==> src/rtl/hazard_ctrl_pkg.sv <==
// rtl/hazard_ctrl_pkg.sv - RV32I decode function codes, hazard FSM states and load classifier
// Shared by hazard_ctrl, hazard_sb_slot and the bench.
package hazard_ctrl_pkg;

   localparam logic [5:0] F_NOP  = 6'd0;
   localparam logic [5:0] F_ADD  = 6'd1;
   localparam logic [5:0] F_SUB  = 6'd2;
   localparam logic [5:0] F_AND  = 6'd3;
   localparam logic [5:0] F_OR   = 6'd4;
   localparam logic [5:0] F_XOR  = 6'd5;
   localparam logic [5:0] F_SLL  = 6'd6;
   localparam logic [5:0] F_SRL  = 6'd7;
   localparam logic [5:0] F_SRA  = 6'd8;
   localparam logic [5:0] F_SLT  = 6'd9;
   localparam logic [5:0] F_SLTU = 6'd10;
   localparam logic [5:0] F_ADDI = 6'd11;
   localparam logic [5:0] F_LUI  = 6'd12;
   localparam logic [5:0] F_AUIPC = 6'd13;
   localparam logic [5:0] F_LB   = 6'd16;
   localparam logic [5:0] F_LH   = 6'd17;
   localparam logic [5:0] F_LW   = 6'd18;
   localparam logic [5:0] F_LBU  = 6'd19;
   localparam logic [5:0] F_LHU  = 6'd20;
   localparam logic [5:0] F_SB   = 6'd21;
   localparam logic [5:0] F_SH   = 6'd22;
   localparam logic [5:0] F_SW   = 6'd23;
   localparam logic [5:0] F_JAL  = 6'd24;
   localparam logic [5:0] F_JALR = 6'd25;
   localparam logic [5:0] F_BEQ  = 6'd26;
   localparam logic [5:0] F_BNE  = 6'd27;

   localparam logic [1:0] FWD_RF = 2'd0;

   typedef enum logic {
      HZ_RUN   = 1'b0,
      HZ_FLUSH = 1'b1
   } hz_state_t;

   function automatic logic is_load(input logic [5:0] f);
      return (f == F_LB) || (f == F_LH) || (f == F_LW) || (f == F_LBU) || (f == F_LHU);
   endfunction

endpackage

==> src/rtl/hazard_sb_slot.sv <==
// rtl/hazard_sb_slot.sv - one scoreboard entry {valid, rd, is_load} with enable and bubble insert
module hazard_sb_slot
   import hazard_ctrl_pkg::*;
(
   input  logic       clk,
   input  logic       rst,
   input  logic       en,
   input  logic       bubble,
   input  logic       d_valid,
   input  logic [4:0] d_rd,
   input  logic       d_load,
   output logic       q_valid,
   output logic [4:0] q_rd,
   output logic       q_load
);

   always_ff @(posedge clk or negedge rst) begin
      if (!rst) begin
         q_valid <= 1'b0;
         q_rd    <= 5'd0;
         q_load  <= 1'b0;
      end else if (en) begin
         q_valid <= d_valid & ~bubble;
         q_rd    <= d_rd;
         q_load  <= d_load & ~bubble;
      end
   end

endmodule

==> src/rtl/hazard_ctrl.sv <==
// rtl/hazard_ctrl.sv - RV32I pipeline hazard controller: RAW interlock, redirect flush, bypass selects
// Optional feature macro: HAZARD_FWD_EN (load-use-only interlock plus fwd_a/fwd_b bypass selects).
module hazard_ctrl
   import hazard_ctrl_pkg::*;
#(
   parameter int DEPTH        = 3,
   parameter int FLUSH_CYCLES = 2
) (
   input  logic       clk,
   input  logic       rst,
   input  logic [4:0] rs1,
   input  logic [4:0] rs2,
   input  logic       rs1v,
   input  logic       rs2v,
   input  logic [4:0] rd,
   input  logic       rdv,
   input  logic [5:0] func,
   input  logic       jmp_req,
   input  logic       ext_stall,
   output logic       stall,
   output logic       jmp,
   output logic [1:0] fwd_a,
   output logic [1:0] fwd_b
);

   localparam logic [1:0] FLUSH_LOAD = 2'(FLUSH_CYCLES - 1);

   hz_state_t  state, state_nxt;
   logic [1:0] cnt, cnt_nxt;

   logic [DEPTH:1] slot_valid, slot_load;
   logic [DEPTH:1] in_valid, in_load, slot_bubble;
   logic [DEPTH:1] match_a, match_b;
   logic [4:0]     slot_rd [1:DEPTH];
   logic [4:0]     in_rd   [1:DEPTH];

   logic advance, kill, hazard, dec_load;

   assign advance = ~ext_stall;

`ifdef HAZARD_FWD_EN
   logic unused_tail;
   assign dec_load    = is_load(func);
   assign unused_tail = slot_load[DEPTH];
`else
   logic unused_cfg;
   assign dec_load   = 1'b0;
   assign unused_cfg = ^{func, slot_load};
`endif

   // Slot 1 is fed from decode; each later slot is fed by its predecessor.
   for (genvar g = 1; g <= DEPTH; g++) begin : g_slot
      if (g == 1) begin : g_head
         assign in_valid[g]    = rdv;
         assign in_rd[g]       = rd;
         assign in_load[g]     = dec_load;
         assign slot_bubble[g] = kill;
      end else begin : g_tail
         assign in_valid[g]    = slot_valid[g-1];
         assign in_rd[g]       = slot_rd[g-1];
         assign in_load[g]     = slot_load[g-1];
         assign slot_bubble[g] = 1'b0;
      end

      hazard_sb_slot u_slot (
         .clk     (clk),
         .rst     (rst),
         .en      (advance),
         .bubble  (slot_bubble[g]),
         .d_valid (in_valid[g]),
         .d_rd    (in_rd[g]),
         .d_load  (in_load[g]),
         .q_valid (slot_valid[g]),
         .q_rd    (slot_rd[g]),
         .q_load  (slot_load[g])
      );

      assign match_a[g] = slot_valid[g] & rs1v & (rs1 == slot_rd[g]) & (rs1 != 5'd0);
      assign match_b[g] = slot_valid[g] & rs2v & (rs2 == slot_rd[g]) & (rs2 != 5'd0);
   end

`ifdef HAZARD_FWD_EN
   assign hazard = (match_a[1] | match_b[1]) & slot_load[1];
`else
   assign hazard = |{match_a, match_b};
`endif

   // Youngest producer wins: scan oldest to youngest so the lowest slot overrides.
   always_comb begin
      fwd_a = FWD_RF;
      fwd_b = FWD_RF;
`ifdef HAZARD_FWD_EN
      for (int k = DEPTH; k >= 1; k--) begin
         if (match_a[k]) fwd_a = 2'(k);
         if (match_b[k]) fwd_b = 2'(k);
      end
`endif
   end

   always_ff @(posedge clk or negedge rst) begin
      if (!rst) begin
         state <= HZ_RUN;
         cnt   <= 2'd0;
      end else begin
         state <= state_nxt;
         cnt   <= cnt_nxt;
      end
   end

   always_comb begin
      state_nxt = state;
      cnt_nxt   = cnt;
      jmp       = jmp_req | (state == HZ_FLUSH);
      stall     = ext_stall | (hazard & ~jmp);
      kill      = stall | jmp;
      if (!ext_stall) begin
         unique case (state)
            HZ_RUN: begin
               if (jmp_req && (FLUSH_CYCLES > 1)) begin
                  state_nxt = HZ_FLUSH;
                  cnt_nxt   = FLUSH_LOAD;
               end
            end
            HZ_FLUSH: begin
               if (jmp_req) begin
                  cnt_nxt = FLUSH_LOAD;
               end else if (cnt <= 2'd1) begin
                  state_nxt = HZ_RUN;
                  cnt_nxt   = 2'd0;
               end else begin
                  cnt_nxt = cnt - 2'd1;
               end
            end
            default: begin
               state_nxt = HZ_RUN;
               cnt_nxt   = 2'd0;
            end
         endcase
      end
   end

endmodule

==> config.mk <==
export PLATFORM = sky130hd
export DESIGN_NAME = hazard_ctrl
export DESIGN_NICKNAME = d
export VERILOG_FILES = /design/src/rtl/hazard_ctrl_pkg.sv /design/src/rtl/hazard_sb_slot.sv /design/src/rtl/hazard_ctrl.sv
export SDC_FILE = /design/constraint.sdc
export NUM_CORES = 1
export LEC_CHECK = 0
export ABC_AREA = 1
export CORE_MARGIN = 3
export CORE_UTILIZATION = 51
export CTS_BUF_LIST = sky130_fd_sc_hd__clkbuf_8
export DETAILED_ROUTE_END_ITERATION = 16
export PLACE_DENSITY = 0.79
export RECOVER_POWER = 25
export SLEW_MARGIN = 10
export SYNTH_ARGS = -nofsm -noshare
export SYNTH_HDL_FRONTEND = slang
export SYNTH_SLANG_ARGS = --single-unit
==> constraint.sdc <==
create_clock -name clk -period 1.4 [get_ports clk]
set_input_delay 0.28 -clock clk [delete_from_list [all_inputs] [get_ports clk]]
set_output_delay 0.28 -clock clk [all_outputs]
set_load 0.005 [all_outputs]
==> impl_metrics.tcl <==
set metrics [dict create \
    crit_family "simple AND/OR/NAND/NOR gates" \
    syn_to_final_growth_pct 35.91 \
    fin_skew_ps 1.263 \
    synth_area_leaders "dfrtp_1, nand2_1, nor2_1, inv_1, o21ai_0" \
    clkTransAtPathRegs_ps 80 \
    synth_top_family_by_area "simple AND/OR/NAND/NOR gates" \
    ys_seq_area_share_pct 37.80 \
    yosysUniqueCellTypes 20 \
    start_util_pct 54.62 \
    met1_length_um 1711 \
    post-dp-hpwl_um 2677 \
    synthMuxAreaShare_pct 0 \
    gp_congestion 0.9640 \
    vias 1480 \
    setup_slack_ps -398.7 \
    ys.warnings.count 0 \
    ant_nets 0 \
    htreeDepth 1 \
    route.met2.wl_um 1533 \
    drt_first_pass_iters 4 \
    relSlewSlack_pct 65.11 \
    status "finished with violations" \
    clock_latency_ps 260 \
    finalMaxSlewViolations 0 \
    io_buffers 23 \
    antenna_found_initial 0 \
    drt-initial-drc-count 73 \
    dieArea_um2 3388 \
    cp_max_fo 3 \
    peakVddDrop_uv 706.6 \
    design.core.area_um2 2545 \
    grt-ovfl-total 0 \
    synth_area_leader_cell "dfrtp_1" \
    leakage_nw 1.049 \
    routed_wl_um 3476 \
    top_layer "met4" \
    dp_cells 299 \
    p_per_area_nw_per_um2 854.8 \
    fmax_mhz 556.0 \
    fillerInstances 236 \
    cts_buffer_depth 2 \
    critPathArrivalTime_ps 1520 \
    timing.final.crit_share_pct 128.5 \
    r2r-end "g_slot[1].u_slot.q_valid$_DFFE_PN0N_" \
    io_pins 34 \
    cap_violations 0 \
    min_to "state$_DFFE_PN0N_" \
    final_cell_mix "nand2_1, buf_4, nor2_1" \
    pre_cts_ws_ps -962.5 \
    final_nets 307 \
    num_rows 18 \
    setup_viol 1 \
    grt_pass1_wl_um 5865 \
    antenna_cells 0 \
    final_common_cell "nand2_1" \
    syn-cell-area_um2 1390 \
    worstRegToRegCells 9 \
    viasPerCell 4.805 \
    synth-compound-area-share_pct 10.08 \
    die_w_um 58.21 \
    required_ps 1120 \
    grt_max_degree 26 \
    cp-start-kind "flip-flop" \
    cts_tree "built" \
    hold_path_depth 3 \
    crit_buf_inv 2 \
    yosys.area_share.simple_pct 38.79 \
    root_buffer "clkbuf_8" \
    stdcell_count 308 \
    worstReg2RegStart "g_slot[1].u_slot.q_rd[4]$_DFFE_PN0N_" \
    fin_crit_ps 1799 \
    synthCells 226 \
    endpoint_kind "output port" \
    ys_ff_latch 21 \
    grtUsageTotal_pct 22.87 \
    final_util_pct 74.24 \
    wl_per_cell_um 11.29 \
    die_h_um 58.21 \
    min_from "jmp_req" \
    regArea_um2 525.5 \
    layout-drive-gt1-share_pct 21.58 \
    cts.sinks 21 \
    design_area_um2 1889 \
    crit_path_max_incr_delay_ps 440 \
    synthAdderAreaFrac_pct 0 \
    reg2reg_slack_ps 170 \
    synth-xor-area-share_pct 1.260 \
    placed_cell_area_um2 1809 \
    setup_tns_ps -398.7 \
    synth_area_per_cell_um2 6.151 \
    worstHoldPathType "input port to flip-flop" \
    grt_pass1_vias 1313 \
    drc 0 \
    violations "setup timing" \
    path_cells "buf_6, nand2_1, nand2_1, nor2_1, nand3_1, nand3_1, nand2_2, nand2_1, nand2_1, nand2_1, buf_2" \
    tightest_slew_ps 523.3 \
    wl_met3_um 169 \
    cpMostUsedCell "nand2_1" \
    multi_input_area_um2 726.9 \
    crit_slowest_cell "dfrtp_1" \
    worstSetupPathType "flip-flop to output port" \
    rsz0062_at_grt "true" \
    cts_inserted_buffers 3 \
    synth_top_area_share_pct 37.80 \
    finalHoldViolCount 0 \
]
per-layer routing:
metal / GRT usage [%] / vias to the layer above
li1: - / 792
met4: 6.954 / 0
met5: 0 / -
met2: 36.29 / 37
met3: 3.118 / 7
met1: 32.40 / 644
registers in the layout, indices dropped and copies added, names as in the netlist:
signal / flops
cnt: 2
g_slot.u_slot.q_rd: 15
g_slot.u_slot.q_valid: 3
state: 1
how the worst max path moves through the flow:
| stage | from | end | slack [ps] | cells after the start |
|---|---|---|---|---|
| 6_report | g_slot[1].u_slot.q_rd[4]$_DFFE_PN0N_ | stall | -400 | 11 |
| 5_1_grt | g_slot[1].u_slot.q_rd[4]$_DFFE_PN0N_ | stall | -480 | 11 |
| 4_1_cts | g_slot[1].u_slot.q_rd[4]$_DFFE_PN0N_ | stall | -400 | 9 |
| 3_5_place_dp | rs2[3] | stall | -960 | 12 |
| 3_3_place_gp | rs2[3] | stall | -950 | 12 |
| 2_1_floorplan | g_slot[2].u_slot.q_rd[1]$_DFFE_PN0N_ | stall | 150 | 10 |
cell type report:
type / count / share of cell area (%)
Timing Repair Buffer: 53 / 23.11
Inverter: 31 / 6.159
Multi-Input combinational cell: 169 / 38.48
Clock inverter: 1 / 0.2649
Clock buffer: 3 / 2.185
Tap cell: 30 / 1.987
Sequential cell: 21 / 27.81
cell usage after synthesis (all sizes together):
cell type	instances
nor3	1
dfrtp	21
nand4	2
buf	6
inv	31
conb	1
nor2	27
nand2	92
xor2	2
a21oi	1
o21ai	27
nand3	13
clkbuf	2
power by group:
part	switching [W]	total [W]	internal [W]	leakage, nW
Clock	0.000206	0.000405	0.000199	0.0255
Sequential	0.0000663	0.000736	0.000670	0.264
Combinational	0.000246	0.000474	0.000228	0.759
Total	0.000519	0.00161	0.00110	1.05
cells by family (layout without fill, tap and decap cells):
family / after synthesis / in the layout
and+or+nand+nor: 135 / 135
buffers and inverters: 39 / 88
AOI/OAI and AO/OA: 28 / 28
DFF: 21 / 21
xor gates and xnor gates: 2 / 2
other: 1 / 4
worst min-delay path: cells and delay by family:
kind                   cells  cell delay [ps]
buffers and inverters      2              330
AOI/OAI and AO/OA          1               80
per-stage QoR:
step | hold WS (ps) | total power (W)
after floorplan | -15.59 | 0.0009643
after global placement | 479.6 | 0.001192
after detailed placement | 488.5 | 0.001199
after CTS | 356.0 | 0.001608
after global routing | 542.8 | 0.001717
final | 469.2 | 0.001615
repair_timing:
action / 4_1_cts / 5_1_grt
setup endpoints to repair: 2 / 2
hold buffers: 0 / 0
buffers inserted: 3 / 2
pin swaps: 8 / 5
resized for setup: 27 / 4
Power figures use the tool's default switching activity.
